**src/rtl/c16_arb_pkg.sv**
```systemverilog
// Shared types and the C16 core-bus to external-memory address map for c16_mem_arbiter.
// Memory address bit 16 selects the bank: 0 = RAM, 1 = ROM (bit 15 then picks low/high ROM).
package c16_arb_pkg;

   typedef enum logic [1:0] {
      IDLE,
      CORE_ACC,
      HOST_ACC
   } arb_state_t;

   localparam int MAP_AW  = 17;
   localparam int ROM_BIT = 16;

   localparam logic [MAP_AW-1:0] RAM_BASE    = '0;
   localparam logic [MAP_AW-1:0] ROM_LO_BASE = MAP_AW'(1) << ROM_BIT;
   localparam logic [MAP_AW-1:0] ROM_HI_BASE = ROM_LO_BASE | (MAP_AW'(1) << (ROM_BIT - 1));

   // RAM select wins over cs0, which wins over cs1; ROM banks are 32K so addr[15] is dropped.
   function automatic logic [MAP_AW-1:0] core_map(input logic [15:0] addr,
                                                  input logic        cs_ram,
                                                  input logic        cs0);
      logic [MAP_AW-1:0] a;
      if (cs_ram)
         a = RAM_BASE | {1'b0, addr};
      else if (cs0)
         a = ROM_LO_BASE | {2'b00, addr[14:0]};
      else
         a = ROM_HI_BASE | {2'b00, addr[14:0]};
      return a;
   endfunction

endpackage

```
**src/rtl/c16_mem_arbiter_if.sv**
```systemverilog
// External memory port of the arbiter: single-cycle mem_req, fields held until a one-cycle mem_ack.
// master = arbiter side, slave = SDRAM controller side.
interface c16_mem_arbiter_if #(
   parameter int MEM_AW = 17
) ();
   logic              mem_req;
   logic              mem_we;
   logic [MEM_AW-1:0] mem_addr;
   logic [7:0]        mem_wdata;
   logic [7:0]        mem_rdata;
   logic              mem_ack;

   modport master (
      output mem_req, mem_we, mem_addr, mem_wdata,
      input  mem_rdata, mem_ack
   );

   modport slave (
      input  mem_req, mem_we, mem_addr, mem_wdata,
      output mem_rdata, mem_ack
   );
endinterface

```
**src/rtl/c16_arb_starve.sv**
```systemverilog
// Host starvation tracker: counts core cycles served while the host waits and raises core_wait
// once HOST_TIMEOUT is reached, until the host is acknowledged or withdraws its request.
module c16_arb_starve #(
   parameter int HOST_TIMEOUT = 64,
   parameter int TO_W         = 7
) (
   input  logic CLK28,
   input  logic RESET,
   input  logic core_served,
   input  logic host_waiting,
   input  logic host_req,
   input  logic host_ack,
   output logic core_wait
);
   logic [TO_W-1:0] starve_cnt;

   always_ff @(posedge CLK28) begin
      if (RESET || !host_req || host_ack) begin
         starve_cnt <= '0;
         core_wait  <= 1'b0;
      end else if (core_served && host_waiting && starve_cnt != TO_W'(HOST_TIMEOUT)) begin
         // core_wait rises together with the count reaching the timeout and then holds
         starve_cnt <= starve_cnt + TO_W'(1);
         core_wait  <= (starve_cnt == TO_W'(HOST_TIMEOUT - 1));
      end
   end
endmodule

```
**src/rtl/c16_mem_arbiter.sv**
```systemverilog
// Shares one external memory port between the C16 core bus (always first) and a host loader.
// Build macro C16_ARB_ROMWP_EN: core writes to the ROM banks are dropped without a memory cycle.
module c16_mem_arbiter
   import c16_arb_pkg::*;
#(
   parameter int MEM_AW       = 17,
   parameter int HOST_TIMEOUT = 64,
   parameter int TO_W         = 7
) (
   input  logic              CLK28,
   input  logic              RESET,
   input  logic              core_strobe,
   input  logic [15:0]       core_addr,
   input  logic              core_rnw,
   input  logic [7:0]        core_wdata,
   input  logic              core_cs_ram,
   input  logic              core_cs0,
   input  logic              core_cs1,
   output logic [7:0]        core_rdata,
   output logic              core_wait,
   input  logic              host_req,
   input  logic              host_we,
   input  logic [MEM_AW-1:0] host_addr,
   input  logic [7:0]        host_wdata,
   output logic [7:0]        host_rdata,
   output logic              host_ack,
   c16_mem_arbiter_if.master mem
);
   arb_state_t        state_reg, state_next;
   logic              start_core, start_host, use_new;
   logic              core_drop, core_take;
   logic [MEM_AW-1:0] new_addr, sel_addr;
   logic              sel_we;
   logic [7:0]        sel_wdata;
   logic              pend_reg, pend_we_reg, cur_rnw_reg;
   logic [MEM_AW-1:0] pend_addr_reg;
   logic [7:0]        pend_wdata_reg;
   logic              mem_req_reg, mem_we_reg;
   logic [MEM_AW-1:0] mem_addr_reg;
   logic [7:0]        mem_wdata_reg;
   logic              host_waiting;

`ifdef C16_ARB_ROMWP_EN
   assign core_drop = !core_cs_ram && !core_rnw;
`else
   assign core_drop = 1'b0;
`endif

   assign core_take = core_strobe && (core_cs_ram || core_cs0 || core_cs1) && !core_drop;
   assign new_addr  = MEM_AW'(core_map(core_addr, core_cs_ram, core_cs0));
   assign sel_addr  = use_new ? new_addr     : pend_addr_reg;
   assign sel_we    = use_new ? !core_rnw    : pend_we_reg;
   assign sel_wdata = use_new ? core_wdata   : pend_wdata_reg;

   always_comb begin
      state_next = state_reg;
      start_core = 1'b0;
      start_host = 1'b0;
      use_new    = 1'b0;
      case (state_reg)
         IDLE: begin
            if (core_take) begin
               start_core = 1'b1;
               use_new    = 1'b1;
               state_next = CORE_ACC;
            end else if (host_req && !host_ack) begin
               start_host = 1'b1;
               state_next = HOST_ACC;
            end
         end
         CORE_ACC, HOST_ACC: begin
            // a strobe landing on the ack clock is newer than any latched one
            if (mem.mem_ack) begin
               if (core_take) begin
                  start_core = 1'b1;
                  use_new    = 1'b1;
                  state_next = CORE_ACC;
               end else if (pend_reg) begin
                  start_core = 1'b1;
                  state_next = CORE_ACC;
               end else begin
                  state_next = IDLE;
               end
            end
         end
         default: state_next = IDLE;
      endcase
   end

   always_ff @(posedge CLK28) begin
      if (RESET) begin
         state_reg      <= IDLE;
         mem_req_reg    <= 1'b0;
         mem_we_reg     <= 1'b0;
         mem_addr_reg   <= '0;
         mem_wdata_reg  <= '0;
         core_rdata     <= 8'hFF;
         host_rdata     <= '0;
         host_ack       <= 1'b0;
         pend_reg       <= 1'b0;
         pend_we_reg    <= 1'b0;
         pend_addr_reg  <= '0;
         pend_wdata_reg <= '0;
         cur_rnw_reg    <= 1'b0;
      end else begin
         state_reg   <= state_next;
         mem_req_reg <= start_core || start_host;
         host_ack    <= 1'b0;
         if (start_core) begin
            mem_addr_reg  <= sel_addr;
            mem_we_reg    <= sel_we;
            mem_wdata_reg <= sel_wdata;
            cur_rnw_reg   <= !sel_we;
         end else if (start_host) begin
            mem_addr_reg  <= host_addr;
            mem_we_reg    <= host_we;
            mem_wdata_reg <= host_wdata;
            cur_rnw_reg   <= 1'b0;
         end
         if (state_reg == CORE_ACC && mem.mem_ack && cur_rnw_reg)
            core_rdata <= mem.mem_rdata;
         if (state_reg == HOST_ACC && mem.mem_ack) begin
            host_ack   <= 1'b1;
            host_rdata <= mem.mem_rdata;
         end
         if (state_reg != IDLE && mem.mem_ack) begin
            pend_reg <= 1'b0;
         end else if (state_reg != IDLE && core_take) begin
            pend_reg       <= 1'b1;
            pend_addr_reg  <= new_addr;
            pend_we_reg    <= !core_rnw;
            pend_wdata_reg <= core_wdata;
         end
      end
   end

   assign mem.mem_req   = mem_req_reg;
   assign mem.mem_we    = mem_we_reg;
   assign mem.mem_addr  = mem_addr_reg;
   assign mem.mem_wdata = mem_wdata_reg;

   // the host is only starving while it is neither in service nor just acknowledged
   assign host_waiting = host_req && !host_ack && (state_reg != HOST_ACC);

   c16_arb_starve #(
      .HOST_TIMEOUT(HOST_TIMEOUT),
      .TO_W        (TO_W)
   ) u_starve (
      .CLK28       (CLK28),
      .RESET       (RESET),
      .core_served (start_core),
      .host_waiting(host_waiting),
      .host_req    (host_req),
      .host_ack    (host_ack),
      .core_wait   (core_wait)
   );
endmodule
```
**src/flat_wrapper.sv**
```systemverilog
// flat-port wrapper written by rule: the top's interface ports become plain ports
module c16_mem_arbiter_flat import c16_arb_pkg::*;
#(
   parameter int MEM_AW       = 17,
   parameter int HOST_TIMEOUT = 64,
   parameter int TO_W         = 7
)
  (CLK28, RESET, core_strobe, core_addr, core_rnw, core_wdata, core_cs_ram, core_cs0, core_cs1, core_rdata, core_wait, host_req, host_we, host_addr, host_wdata, host_rdata, host_ack, mem_mem_req, mem_mem_we, mem_mem_addr, mem_mem_wdata, mem_mem_rdata, mem_mem_ack);
  c16_mem_arbiter_if #(.MEM_AW(MEM_AW)) mem_i ();
  input  logic CLK28;
  input  logic RESET;
  input  logic core_strobe;
  input  logic [15:0] core_addr;
  input  logic core_rnw;
  input  logic [7:0] core_wdata;
  input  logic core_cs_ram;
  input  logic core_cs0;
  input  logic core_cs1;
  output logic [7:0] core_rdata;
  output logic core_wait;
  input  logic host_req;
  input  logic host_we;
  input  logic [MEM_AW-1:0] host_addr;
  input  logic [7:0] host_wdata;
  output logic [7:0] host_rdata;
  output logic host_ack;
  output wire logic [$bits(mem_i.mem_req)-1:0] mem_mem_req;
  output wire logic [$bits(mem_i.mem_we)-1:0] mem_mem_we;
  output wire logic [$bits(mem_i.mem_addr)-1:0] mem_mem_addr;
  output wire logic [$bits(mem_i.mem_wdata)-1:0] mem_mem_wdata;
  input wire logic [$bits(mem_i.mem_rdata)-1:0] mem_mem_rdata;
  input wire logic [$bits(mem_i.mem_ack)-1:0] mem_mem_ack;
  assign mem_mem_req = mem_i.mem_req;
  assign mem_mem_we = mem_i.mem_we;
  assign mem_mem_addr = mem_i.mem_addr;
  assign mem_mem_wdata = mem_i.mem_wdata;
  assign mem_i.mem_rdata = mem_mem_rdata;
  assign mem_i.mem_ack = mem_mem_ack;
  c16_mem_arbiter #(.MEM_AW(MEM_AW), .HOST_TIMEOUT(HOST_TIMEOUT), .TO_W(TO_W)) u_core (.CLK28(CLK28), .RESET(RESET), .core_strobe(core_strobe), .core_addr(core_addr), .core_rnw(core_rnw), .core_wdata(core_wdata), .core_cs_ram(core_cs_ram), .core_cs0(core_cs0), .core_cs1(core_cs1), .core_rdata(core_rdata), .core_wait(core_wait), .host_req(host_req), .host_we(host_we), .host_addr(host_addr), .host_wdata(host_wdata), .host_rdata(host_rdata), .host_ack(host_ack), .mem(mem_i));
endmodule
```
**config.mk**
```make
export PLATFORM = sky130hd
export DESIGN_NAME = c16_mem_arbiter_flat
export DESIGN_NICKNAME = d
export VERILOG_FILES = /design/src/rtl/c16_arb_pkg.sv /design/src/rtl/c16_mem_arbiter_if.sv /design/src/rtl/c16_arb_starve.sv /design/src/rtl/c16_mem_arbiter.sv /design/src/flat_wrapper.sv
export SDC_FILE = /design/constraint.sdc
export NUM_CORES = 1
export LEC_CHECK = 0
export CORE_ASPECT_RATIO = 0.5
export CORE_MARGIN = 1
export CORE_UTILIZATION = 42
export CTS_CLUSTER_SIZE = 25
export DETAILED_ROUTE_END_ITERATION = 8
export PLACE_DENSITY = 0.81
export SKIP_CTS_REPAIR_TIMING = 1
export SLEW_MARGIN = 20
export SYNTH_ARGS = -nofsm -noshare
export SYNTH_HDL_FRONTEND = slang
export SYNTH_SLANG_ARGS = --single-unit
```
**constraint.sdc**
```tcl
create_clock -name CLK28 -period 2.05 [get_ports CLK28]
set_input_delay 0.615 -clock CLK28 [delete_from_list [all_inputs] [get_ports CLK28]]
set_output_delay 0.615 -clock CLK28 [all_outputs]
set_load 0.005 [all_outputs]
```
After elaboration in Yosys (flattened, before gate mapping). Cells that the tools add are included.

Bitwise gates (word level): 1. Equal/unequal tests: 7. Multiplexer cells: 30. Div/mod/pow operators: 0. Reductions and logical operators: 26. Add/subtract/negate cells: 1. $lt $le $gt $ge: 0. Multipliers: 0. Shifts and indexed selects: 0.

Operators with widths (count): $mux W17 (4); $mux W8 (3); $mux W16 (1); $mux W1 (15); $logic_and A1 B1 Y1 (10); $mux W2 (4); $add A7 B1 Y7 const B (1); $eq A7 B6 Y1 const B (1); $ne A7 B7 Y1 const B (1); $logic_or A1 B1 Y1 (5); $logic_not A1 Y1 (4); $ne A2 B2 Y1 const B (2); $pmux W1 S2 (2); $pmux W2 S2 (1); $reduce_and A2 Y1 (2); $reduce_bool A2 Y1 (2); $reduce_or A2 Y1 (2); $ne A3 B1 Y1 const B (1); $eq A2 B1 Y1 const B (1); $eq A2 B2 Y1 const B (1); $logic_not A2 Y1 (1); $not A1 Y1 (1).

Word-level logic and storage cells: 80. Bits in writable memories: 0. Output and inout bits: 45. Latch bits: 0. Memory bits (read-only): 0. Input bits: 67. Memories kept: 0. Register bits after elaboration: 82.

Longest topological paths before layout.
Depth in word-level cells: 9. Depth in mapped cells: 9. Gate-level depth less buffers: 6.

Modules after synthesis. From an unflattened synthesis, not the netlist that was laid out.

Cells, all modules: 399. Area total of the unflattened synthesis: 3590.9 sq um.

Modules (own cells, without submodules): c16_mem_arbiter (area each 3185.6 sq um, cells each 350, times used 1, seq. area each 1481.4 sq um); c16_arb_starve (area each 405.4 sq um, cells each 49, times used 1, seq. area each 160.2 sq um).

Worst setup path before layout. Ideal clock, no wire load.

Kind: input to register. Start point: input port core_cs0. End point: register u_core.mem_addr_reg[0], in the netlist u_core.mem.mem_addr[0]. Required time: 1967 ps. Slack: -82 ps. Path buffers: 3. Setup time: 83 ps. Arrival time: 2049 ps. Stages on the path: 7. Path through: o31ai_4 > a211oi_2 > buf_6 > or4_4 > buf_6 > buf_6 > o221ai_1.

Cells in the longest elaborated chain, start to end: 8. Elaborated cells on any way between the ends: 14. Those cells by class: mux (10); reduce/logical (4).

Ends and longest elaborated chain: from (decl) (RTL line flat_wrapper.sv:17) `input logic core_cs0;`; $logic_or A1 B1 Y1 * (2 in series) (RTL line c16_mem_arbiter.sv:49) `assign core_take = core_strobe && (core_cs_ram || core_cs0 || core_cs1) && !core_drop;`; $logic_and A1 B1 Y1 * (RTL line c16_mem_arbiter.sv:49); $mux W1 (RTL line c16_mem_arbiter.sv:62, c16_mem_arbiter.sv:74); $mux W1 (RTL line c16_mem_arbiter.sv:73) `if (mem.mem_ack) begin`; $pmux W1 S2 (RTL line c16_mem_arbiter.sv:60) `case (state_reg)`; $mux W17 (RTL line c16_mem_arbiter.sv:51) `assign sel_addr = use_new ? new_addr : pend_addr_reg;`; $mux W17 (RTL line c16_mem_arbiter.sv:109) `if (start_core) begin`; to (signal assigned) (RTL line c16_mem_arbiter.sv:110) `mem_addr_reg <= sel_addr;`; to (signal assigned) (RTL line c16_mem_arbiter.sv:115) `mem_addr_reg <= host_addr;`; to (decl) (RTL line c16_mem_arbiter.sv:39) `logic [MEM_AW-1:0] mem_addr_reg;`.

Every way passes the cells marked *; elsewhere a longest branch is shown, timed or not. A chain may end at the register's enable or synchronous reset.

Final worst setup path.
Start point: register u_core.state_reg[1]. End point: register u_core.u_starve.core_wait.

Cells in the longest elaborated chain, start to end: 5. Elaborated cells on any way between the ends: 9. Those cells by class: eq/ne (3); mux (1); reduce/logical (5).

Ends and longest elaborated chain: from (decl) (RTL line c16_mem_arbiter.sv:29) `arb_state_t state_reg, state_next;`; from (signal assigned) (RTL line c16_mem_arbiter.sv:106) `state_reg <= state_next;`; $eq A2 B2 Y1 or $eq A2 B1 Y1 (tied branches) (RTL line c16_mem_arbiter.sv:60); $reduce_or A2 Y1 (RTL line c16_mem_arbiter.sv:60); $pmux W1 S2 (RTL line c16_mem_arbiter.sv:60); $logic_and A1 B1 Y1 * (2 in series) (RTL line c16_arb_starve.sv:21) `end else if (core_served && host_waiting && starve_cnt != TO_W'(HOST_TIMEOUT)) begin`; to (signal assigned) (RTL line c16_arb_starve.sv:24) `core_wait <= (starve_cnt == TO_W'(HOST_TIMEOUT - 1));`; to (decl) (RTL line c16_arb_starve.sv:13) `output logic core_wait`.

Marked as above.

==> impl_metrics.py <==
metrics = {
    "status": {
        "status": "finished clean",
    },
    "clock_tree": {
        "numCtsBuffers": 9,
        "cts_tree": "done",
        "cts.reportedPaths.clkPinSlew_ns": 0.06,
        "cts_root_buffer": "clkbuf_16",
        "cts_buffer_depth": 2,
        "insertion_delay_ns": 0.33,
        "cts_sinks": 82,
        "htreeDepth": 3,
    },
    "finish": {
        "layout_common_cells": "clkdlybuf4s50_1, nand2_1, dfxtp_1",
        "areaGrowthSynthToFinish_pct": 54.32,
        "final_common_cell": "clkdlybuf4s50_1",
        "final_net_count": 634,
        "antenna_cells": 0,
        "final_util_pct": 68.37,
        "drive_gt1_share_pct": 13.60,
        "layout.cells.non_filler": 678,
    },
    "setup_path": {
        "start_kind": "register",
        "r2r_cells": 7,
        "worstSetupEndpointType": "register",
        "cp.arrival_ns": 2.26,
        "crit_type": "register to register",
        "cp.required_ns": 2.32,
        "critPathMaxFanout": 6,
    },
    "logic_synthesis": {
        "synth.yosys.seq_area_share_pct": 45.34,
        "synth_ff_type": "dfxtp_1",
        "synth_compound_area_share_pct": 18.00,
        "synthAdderAreaFrac_pct": 2.073,
        "synth_cells": 425,
        "synth_area_per_cell_um2": 8.520,
        "synthDistinctLibCells": 44,
        "synth.area.top_cells": "dfxtp_1, nand2_1, mux2i_1, o221ai_1, a21oi_1",
        "yosys_warnings": 0,
        "syn_nets": 498,
        "ys_ff_latch": 82,
        "synth-edff-count": 0,
        "syn_area_um2": 3621,
        "yosysTopAreaCellShare_pct": 45.34,
        "synth_top_family_by_area": "simple AND/OR/NAND/NOR gates",
        "synthSimpleGateAreaFrac_pct": 19.11,
        "synth.largest_area_cell": "dfxtp_1",
        "synthMuxAreaShare_pct": 7.498,
        "synth-xor-area-share_pct": 0,
        "synth-async-reset-ratio_pct": 0,
    },
    "sta": {
        "finalMaxSlewViolations": 0,
        "setup_viol": 0,
        "worstMarginPinSlew_ns": 0.6468,
        "fin_skew_ns": 0.004347,
        "fin_crit_ns": 1.987,
        "max_freq_ghz": 0.5032,
        "fin_crit_sh_pct": 96.94,
        "setup_slack_ns": 0.06265,
        "max_slew_margin_pct": 56.27,
        "hold_viol": 0,
    },
    "floorplan": {
        "io_pins": 112,
        "start_util_pct": 44.30,
        "core_um2": 8173,
        "fp-row-count": 23,
        "die_h_um": 67.66,
        "die_width_um": 133.3,
        "die-area_um2": 9019,
    },
    "power_and_ir_drop": {
        "total_power_uw": 4315,
        "p_leak_uw": 0.002131,
        "power_density_nw_per_um2": 772.1,
        "vdd_drop_max_v": 0.0004471,
    },
    "global_route": {
        "grt_max_degree": 35,
        "grt_pass1_vias": 3267,
        "grt.total_usage_pct": 21.30,
        "overflow": 0,
        "antenna_found_initial": 0,
        "grt_first_pass_wirelength_mm": 15.12,
    },
    "placement": {
        "gp_congestion": 0.8615,
        "dpl.hpwl_mm": 6.750,
        "port_buffers": 111,
        "post-place-ws_ns": -0.4963,
        "placedCellCount": 657,
    },
    "route": {
        "viasPerCell": 5.108,
        "drtIter0Drc": 205,
        "dr.pass1.iters": 4,
        "wirelength_mm": 10.04,
        "vias": 3463,
        "drcViolationCount": 0,
        "ant_nets": 0,
        "wl_per_cell_um": 14.80,
    },
    "worst_hold_path": {
        "holdPathStages": 2,
        "holdCritPathClass": "register to register",
    },
    "run": {
        "maxCapViolCount": 0,
    },
}
==> Yosys cell counts (2+ instances only) <==
cell / instances
nand2_1: 99
dfxtp_1: 82
a21oi_1: 41
inv_1: 39
mux2i_1: 26
o221ai_1: 26
clkbuf_1: 17
nand3_1: 13
nor2_1: 9
nand3b_1: 8
a211oi_1: 6
ha_1: 6
o21ai_0: 6
or3_1: 5
buf_6: 4
buf_2: 3
a221oi_1: 2
and3_1: 2
buf_4: 2
nand2b_1: 2
nand4_1: 2
nor2b_1: 2
nor3_1: 2
==> power breakdown <==
part	leakage, uW	internal (uW)	total (uW)	switching, uW
combinational	0.00131	476	839	363
clock	0.000155	1100	1760	657
sequential	0.000666	1680	1720	42.1
==> worst paths after layout <==
kind                                                   to            startpoint  slack, ns
worst min register to register       u_core.host_rdata[6]  u_core.host_rdata[6]       0.45
worst max-delay path            u_core.u_starve.core_wait   u_core.state_reg[1]       0.06
worst max register to register  u_core.u_starve.core_wait   u_core.state_reg[1]       0.06
worst min-delay path                 u_core.host_rdata[6]  u_core.host_rdata[6]       0.45
==> cell families after synthesis <==
kind of cell,count (synthesis)
buffers and inverters,66
AND/OR/NAND/NOR,151
AO/OA/AOI/OAI,93
flip-flops,82
multiplexers,27
adder cells (fa/ha/maj),6
==> metrics by stage <==
step	TNS (ns)	instance area (um^2)	hold WS (ns)
floorplan	-1.217	3631	0.4357
global placement	-21.45	5104	0.4402
detailed placement	-24.73	5104	0.4460
CTS	-4.203	5431	0.4544
global route	-0.002954	5588	0.4673
finish	0	5588	0.4520
==> worst max-delay path, cell delays in order (launching register included) <==
cell	delay (ns)
dfxtp_2	0.37
inv_2	0.07
ha_4	0.28
nand2_2	0.08
buf_4	0.16
a221o_1	0.41
or3_1	0.39
a21oi_1	0.15
==> final cells by class <==
cell class	instances	area, um^2
well taps	112	140.1
multi-input cells	277	1775
repair buffers	152	1555
flip-flops and latches	82	1643
clock buffers	10	239.0
inverters	39	146.4
fillers	611	2585
clock inverters	6	88.84
==> layer usage <==
layer  wire length [um]  global-route usage [%]  vias to the layer above
li1                   -                       -                     1743
met1               4453                   25.32                     1631
met2               5021                   38.09                       75
met3                399                   4.805                       14
met4                161                   8.807                        0
met5                  0                       0                        -
Power figures use the tool's default switching activity.
